**src/rtl/register_write_arbiter_if.sv**
```systemverilog
// Bundle of requester-side and shared-register signals for the write arbiter.
// master drives requests and register read-back; slave is the arbiter.
interface register_write_arbiter_if #(
    parameter int N = 24,
    parameter int R = 4
);
    logic [R-1:0]   req;
    logic [R*N-1:0] req_data;
    logic [N-1:0]   RegOut;
    logic [N-1:0]   RegIn;
    logic           WriteEn;
    logic [R-1:0]   gnt;
    logic [R-1:0]   done;
    logic           busy;
    logic           wr_err;

    modport master (
        output req, req_data, RegOut,
        input  RegIn, WriteEn, gnt, done, busy, wr_err
    );

    modport slave (
        input  req, req_data, RegOut,
        output RegIn, WriteEn, gnt, done, busy, wr_err
    );
endinterface

```
**src/rtl/register_write_arbiter.sv**
```systemverilog
// Round-robin arbiter granting four requesters write access to one shared
// register, with a read-back check one cycle after each write.
//
// state | meaning
// IDLE  | waiting for req; arbitrates from r_ptr on every edge
// WRITE | WriteEn high for one cycle with latched data, gnt held
// CHECK | compare RegOut against latched data, gnt held
// DONE  | one-cycle done pulse, advance r_ptr past the served requester
module register_write_arbiter #(
    parameter int N = 24,
    parameter int R = 4
) (
    input  logic                    clk,
    input  logic                    rst,
    register_write_arbiter_if.slave bus
);

    localparam logic [1:0] S_IDLE  = 2'd0;
    localparam logic [1:0] S_WRITE = 2'd1;
    localparam logic [1:0] S_CHECK = 2'd2;
    localparam logic [1:0] S_DONE  = 2'd3;

    logic [1:0]   r_state;
    logic [1:0]   r_ptr;
    logic [1:0]   r_idx;
    logic [N-1:0] r_data;
    logic         r_write_en;
    logic [R-1:0] r_gnt;
    logic [R-1:0] r_done;
    logic         r_wr_err;

    logic [1:0]   w_cand;
    logic [1:0]   w_win_idx;
    logic         w_win_valid;
    logic [N-1:0] w_win_data;
    logic [R-1:0] w_win_onehot;

    // Scan from the farthest candidate back to r_ptr so the nearest set bit wins.
    always_comb begin
        w_cand      = r_ptr;
        w_win_idx   = r_ptr;
        w_win_valid = 1'b0;
        for (int k = R - 1; k >= 0; k--) begin
            w_cand = r_ptr + 2'(k);
            if (bus.req[w_cand]) begin
                w_win_idx   = w_cand;
                w_win_valid = 1'b1;
            end
        end
    end

    always_comb begin
        w_win_data   = '0;
        w_win_onehot = '0;
        for (int i = 0; i < R; i++) begin
            if (2'(i) == w_win_idx) begin
                w_win_data      = bus.req_data[i*N +: N];
                w_win_onehot[i] = 1'b1;
            end
        end
    end

    always_ff @(posedge clk) begin
        if (!rst) begin
            r_state    <= S_IDLE;
            r_ptr      <= 2'd0;
            r_idx      <= 2'd0;
            r_data     <= '0;
            r_write_en <= 1'b0;
            r_gnt      <= '0;
            r_done     <= '0;
            r_wr_err   <= 1'b0;
        end else begin
            r_write_en <= 1'b0;
            r_done     <= '0;
            case (r_state)
                S_IDLE: begin
                    if (w_win_valid) begin
                        r_idx      <= w_win_idx;
                        r_data     <= w_win_data;
                        r_write_en <= 1'b1;
                        r_gnt      <= w_win_onehot;
                        r_state    <= S_WRITE;
                    end
                end
                S_WRITE: begin
                    r_state <= S_CHECK;
                end
                S_CHECK: begin
                    if (bus.RegOut != r_data) begin
                        r_wr_err <= 1'b1;
                    end
                    r_done  <= r_gnt;
                    r_gnt   <= '0;
                    r_state <= S_DONE;
                end
                S_DONE: begin
                    r_ptr   <= r_idx + 2'd1;
                    r_state <= S_IDLE;
                end
                default: begin
                    r_state <= S_IDLE;
                end
            endcase
        end
    end

    // r_data doubles as the RegIn hold register between writes.
    assign bus.RegIn   = r_data;
    assign bus.WriteEn = r_write_en;
    assign bus.gnt     = r_gnt;
    assign bus.done    = r_done;
    assign bus.busy    = (r_state != S_IDLE);
    assign bus.wr_err  = r_wr_err;

endmodule

```
**src/flat_wrapper.sv**
```systemverilog
// flat-port wrapper written by rule: the top's interface ports become plain ports
module register_write_arbiter_flat 
#(
    parameter int N = 24,
    parameter int R = 4
)
  (clk, rst, bus_req, bus_req_data, bus_RegOut, bus_RegIn, bus_WriteEn, bus_gnt, bus_done, bus_busy, bus_wr_err);
  register_write_arbiter_if #(.N(N), .R(R)) bus_i ();
  input  logic clk;
  input  logic rst;
  input wire logic [$bits(bus_i.req)-1:0] bus_req;
  input wire logic [$bits(bus_i.req_data)-1:0] bus_req_data;
  input wire logic [$bits(bus_i.RegOut)-1:0] bus_RegOut;
  output wire logic [$bits(bus_i.RegIn)-1:0] bus_RegIn;
  output wire logic [$bits(bus_i.WriteEn)-1:0] bus_WriteEn;
  output wire logic [$bits(bus_i.gnt)-1:0] bus_gnt;
  output wire logic [$bits(bus_i.done)-1:0] bus_done;
  output wire logic [$bits(bus_i.busy)-1:0] bus_busy;
  output wire logic [$bits(bus_i.wr_err)-1:0] bus_wr_err;
  assign bus_i.req = bus_req;
  assign bus_i.req_data = bus_req_data;
  assign bus_i.RegOut = bus_RegOut;
  assign bus_RegIn = bus_i.RegIn;
  assign bus_WriteEn = bus_i.WriteEn;
  assign bus_gnt = bus_i.gnt;
  assign bus_done = bus_i.done;
  assign bus_busy = bus_i.busy;
  assign bus_wr_err = bus_i.wr_err;
  register_write_arbiter #(.N(N), .R(R)) u_core (.clk(clk), .rst(rst), .bus(bus_i));
endmodule
```
**config.mk**
```make
export PLATFORM = sky130hd
export DESIGN_NAME = register_write_arbiter_flat
export DESIGN_NICKNAME = d
export VERILOG_FILES = /design/src/rtl/register_write_arbiter_if.sv /design/src/rtl/register_write_arbiter.sv /design/src/flat_wrapper.sv
export SDC_FILE = /design/constraint.sdc
export NUM_CORES = 1
export LEC_CHECK = 0
export ABC_AREA = 1
export BUFFER_PORTS_ARGS = -buffer_cell sky130_fd_sc_hd__buf_2
export CAP_MARGIN = 20
export CORE_MARGIN = 5
export CORE_UTILIZATION = 45
export CTS_BUF_LIST = sky130_fd_sc_hd__clkbuf_4
export CTS_CLUSTER_SIZE = 30
export DETAILED_ROUTE_END_ITERATION = 10
export PLACE_DENSITY_LB_ADDON = 0.05
export SLEW_MARGIN = 20
export SYNTH_ARGS = -nofsm -noshare
export SYNTH_HDL_FRONTEND = slang
export SYNTH_SLANG_ARGS = --single-unit
export TNS_END_PERCENT = 50
```
**constraint.sdc**
```tcl
create_clock -name clk -period 2.2 [get_ports clk]
set_clock_uncertainty 0.15 [all_clocks]
set_input_delay 0.66 -clock clk [delete_from_list [all_inputs] [get_ports clk]]
set_output_delay 0.66 -clock clk [all_outputs]
set_load 0.05 [all_outputs]
```
; Word level (Yosys, flattened, before mapping)
; Index checks and enable logic that the tools add are counted.
[word_totals]
elab_cells = 62
out_inout_bits = 35
register_bits = 40
input_bits = 126
[op_classes]
n_lt_le_gt_ge = 4
add_sub_neg = 4
reduce_logical = 9
muxes = 29
n_eq_ne = 8
[ops]
columns = op, n
row1 = $mux W24, 4
row2 = $ne A24 B24 Y1, 1
row3 = $mux W1, 13
row4 = $lt A2 B3 Y1 const B, 4
row5 = $mux W2, 5
row6 = $reduce_and A2 Y1, 5
row7 = $bmux W1 S2, 4
row8 = $pmux W2 S4, 1
row9 = $pmux W4 S2, 1
row10 = $add A2 B1 Y2 const B, 2
row11 = $add A2 B2 Y2 const B, 2
row12 = $eq A2 B2 Y1 const A, 2
row13 = $eq A2 B2 Y1 const B, 2
row14 = $logic_not A2 Y1, 2
row15 = $mux W4, 1
row16 = $reduce_bool A2 Y1, 2
row17 = $eq A1 B2 Y1 const A, 1
row18 = $eq A2 B1 Y1 const B, 1
row19 = $ne A2 B1 Y1 const B, 1

; Logic depth before layout (Yosys ltp)
[depth]
depth_word = 12
depth_mapped = 18
depth_no_buf = 16

; Worst setup path after synthesis
; OpenSTA, ideal clock, no wires.
[synth_path]
kind = input to register
start = in bus_req[3]
end = reg u_core.r_data[10], in the netlist u_core.bus.RegIn[10]
path_stages = 15
setup_slack_ps = 125
path_buffers = 1
setup_ps = 118
required_ps = 1932
arrival_ps = 1807
path_cell_list = inv_1 -> nand2_1 -> nand3_1 -> nand2_1 -> inv_2 -> nand3_2 -> nand2_4 -> nand2_8 -> nand2_2 -> inv_4 -> buf_6 -> nand2_1 -> nand3_1 -> nor2_1 -> nor2_1
[synth_via]
elab_chain_cells = 11
word_cells_on_any_way = 25
cone_classes = eq/ne: 3 / mux: 20 / reduce/logical: 2
[synth_lines]
columns = element, line_no
row1 = "start, declared", flat_wrapper.sv:11  ; input wire logic [$bits(bus_i.req)-1:0] bus_req;
row2 = $bmux W1 S2, register_write_arbiter.sv:45  ; if (bus.req[w_cand]) begin
row3 = $mux W1 (not written as such), register_write_arbiter.sv:45
row4 = $mux W2 (4 in a row), register_write_arbiter.sv:45
row5 = $logic_not A2 Y1, register_write_arbiter.sv:56  ; if (2'(i) == w_win_idx) begin
row6 = $mux W24 (4 in a row), register_write_arbiter.sv:56
row7 = "end signal, assigned", register_write_arbiter.sv:80  ; r_data <= w_win_data;
row8 = "end, declared", register_write_arbiter.sv:26  ; logic [N-1:0] r_data;
; Several ways; a longest one is shown, not always the timed one. The select of a mux whose other input is x is not followed.
; A chain may end at the register's enable or synchronous reset.

; Worst setup path after layout
[layout_path]
start = reg u_core.r_ptr[0]
end = reg u_core.r_data[18], in the netlist u_core.bus.RegIn[18]
[layout_via]
elab_chain_cells = 12
word_cells_on_any_way = 28
cone_classes = add/sub: 3 / eq/ne: 3 / mux: 20 / reduce/logical: 2
[layout_lines]
columns = element, line_no
row1 = "start, declared", register_write_arbiter.sv:24  ; logic [1:0] r_ptr;
row2 = "start signal, assigned", register_write_arbiter.sv:98  ; r_ptr <= r_idx + 2'd1;
row3 = $add A2 B2 Y2, register_write_arbiter.sv:44  ; w_cand = r_ptr + 2'(k);
row4 = $bmux W1 S2, register_write_arbiter.sv:45
row5 = $mux W1 (not written as such), register_write_arbiter.sv:45
row6 = $mux W2 (4 in a row), register_write_arbiter.sv:45
row7 = $logic_not A2 Y1, register_write_arbiter.sv:56
row8 = $mux W24 (4 in a row), register_write_arbiter.sv:56
; Several ways; a longest one is shown, not always the timed one. The select of a mux whose other input is x is not followed.

==> results.txt <==
FILL cells: 555
Vias in the first global route: 3,400
Period utilization: 0.962
Final net count: 739
Worst vdd ir: 947 uV
Die Ht: 88.2 um
Die span in x: 88.2 um
Area Overhead vs Synth: 47.9%
TritonCTS Buffers: 5
Dpl hpwl: 7080 um
Post-route ant nets: 0
Worst rel slew slack: 0.662
Flops & latches, synth: 40
Clock-pin slew on the worst setup and hold paths: 120 ps
Total power: 5.76 mW
Time the worst path needs with I/O delays and setup: 2120 ps
Max-slew violation count: 0
DR WL/cell: 13.6 um
Die ar.: 0.00778 mm2
Final hold vios: 0
Clk Latency, worst-skew pair: 350 ps
Final WL: 9290 um
Power Dens Cells: 1410 mW/mm2
Leak Pwr: 2.16 nW
Clock tree buffer depth: 2
Syn_area_per_cell: 6.49 um2
Ports: 161
RSZ-0062 raised after global routing: true
Multi-input logic area: 0.00180 mm2
Total congestion overflow: 0
Status: complete, no violations
Setup violations, final: 0
Drt pass-1 iters: 4
Syn_nets: 554
Cells after synthesis: 424
Starting Density: 0.465
Hold Path Class: reg -> reg
DRC violations left: 0
Clock Sinks: 40
Placer Congestion: 0.841
Hold buffer count at cts: 0
Via density: 5.06
Core area: 0.00592 mm2
TritonCTS clock tree: done
I/O Buffers: 160
Share of cells above drive strength 1: 0.410
Mapped Area: 0.00275 mm2
Post-route design area: 0.00407 mm2
Clock root buffer: clkbuf_4
FP Rows: 28
1st-iter DRT viols: 160
Sequential fraction of the synthesis area: 0.291
Area after DPL: 0.00378 mm2
Startpoint class of the critical path: flip-flop
CP Data Required Time: 2290 ps
Fmax: 0.473 GHz
Reg area: 811 um2
Type of element capturing the critical path: flip-flop
Initial antenna violation count: 0
Max-cap violations: 0
Ys Warns: 0
Via count: 3,466
GRT Resource Usage Total: 0.229
Global-route wire length before repair: 14,300 um
Worst-Margin Slew: 506 ps
Critical Path AT: 2210 ps
Largest net degree at the start of global routing: 28
H-tree depth: 2
Diode count: 0
Crit Path Class: reg -> reg
Distinct cells, synth: 32
Setup TNS: 0 ps
Critical path peak fanout: 7
[layout make-up]
class,count,share of cell area
flip-flops and latches,40,0.199
clock inverters,3,0.00338
clock buffers,5,0.00922
well taps,75,0.0231
multi-input cells,337,0.443
repair buffers,196,0.293
inverters,29,0.0298
[sequential cells by signal, indices dropped and copies added (netlist names)]
name and flops:
u_core.r_ptr 2, u_core.bus.RegIn 24, u_core.bus.WriteEn 1, u_core.r_idx 2, u_core.bus.done 4, u_core.bus.wr_err 1
u_core.r_state 2, u_core.bus.gnt 4
[report_power, final]
part	total [mW]	switching, mW	internal, mW
clock	0.361	0.243	0.118
combinational	4.17	2.60	1.57
sequential	1.23	0.234	0.991
[cells in the mapped netlist, drive strengths merged]
cell type / number / area share
a21oi: 20 / 0.040
buf: 11 / 0.032
clkbuf: 7 / 0.0096
dfxtp: 40 / 0.29
ha: 4 / 0.018
inv: 29 / 0.043
nand2: 141 / 0.21
nand2b: 1 / 0.0023
nand3: 56 / 0.11
nand4: 16 / 0.042
nor2: 45 / 0.076
nor3: 3 / 0.0073
nor3b: 1 / 0.0027
nor4: 2 / 0.0045
o21ai: 24 / 0.044
or2: 2 / 0.0045
xnor2: 5 / 0.016
xor2: 17 / 0.054
[path summary, 6_finish.rpt]
check	cells past startpoint	end	from	slack, ps
setup reg to reg	16	u_core.bus.RegIn[18]$_SDFFE_PN0P_	u_core.r_ptr[0]$_SDFFE_PN0N_	80
hold / removal	2	u_core.bus.done[0]$_SDFF_PN0_	u_core.bus.gnt[0]$_SDFFE_PN0P_	310
setup / recovery	16	u_core.bus.RegIn[18]$_SDFFE_PN0P_	u_core.r_ptr[0]$_SDFFE_PN0N_	80
hold reg to reg	2	u_core.bus.done[0]$_SDFF_PN0_	u_core.bus.gnt[0]$_SDFFE_PN0P_	310
[cell families after synthesis]
logic type,count (synthesis),synth area share
DFF,40,0.291
xor gates and xnor gates,22,0.0700
AOI/OAI and AO/OA,44,0.0841
adders and majority gates,4,0.0182
buffers and inverters,47,0.0846
and+or+nand+nor,267,0.452
[timing repair]
item | in CTS | in global routing
buffers inserted | 0 | 12
pin swaps | 0 | 17
gates resized for setup | 4 | 33
gates cloned | 0 | 1
setup endpoints to repair | 22 | 26
[cell usage in the layout, fill, tap and decap left out, drive strengths merged]
master  Yosys  layout
buf        11     194
nor4        2       2
xor2       17      17
ha          4       4
nand4      16      16
nor2       45      45
nor3b       1       1
a21oi      20      20
or2         2       2
inv        29      29
clkbuf      7       7
nand2     141     141
nor3        3       3
dfxtp      40      40
o21ai      24      24
clkinv      0       3
nand3      56      56
xnor2       5       5
nand2b      1       1
[metal layers]
layer  up-vias  wire length, um  GRT usage
li1       1751                -          -
met1      1549             3550      0.254
met2       142             4790      0.419
met3        24              724     0.0546
met4         0              223     0.0865
met5         -                0          0
[through the flow]
| stage | cells | utilization | hold WS (ps) | setup WS (ps) |
|---|---|---|---|---|
| 2_1_floorplan | 424 | - | 295 | 125 |
| 3_3_place_gp | 664 | 0.638 | 277 | -115 |
| 3_5_place_dp | 664 | 0.638 | 291 | -151 |
| 4_1_cts | 672 | 0.648 | 310 | 39.6 |
| 5_1_grt | 685 | 0.687 | 326 | -52.3 |
| 6_report | 685 | 0.687 | 305 | 84.2 |
[worst max-delay path, stage by stage (launching register included)]
cell	delay (ps)
dfxtp_4	420
buf_6	120
nand2_2	60
nand2_4	80
nand2_2	60
nand2_1	70
inv_2	50
nand2_4	90
nand4_4	150
nand2_8	140
nor2_8	50
buf_12	130
buf_12	130
nand2_1	50
nand2_1	50
a21oi_1	120
a21oi_1	70
Note: power is estimated with default switching activity, not from simulation.
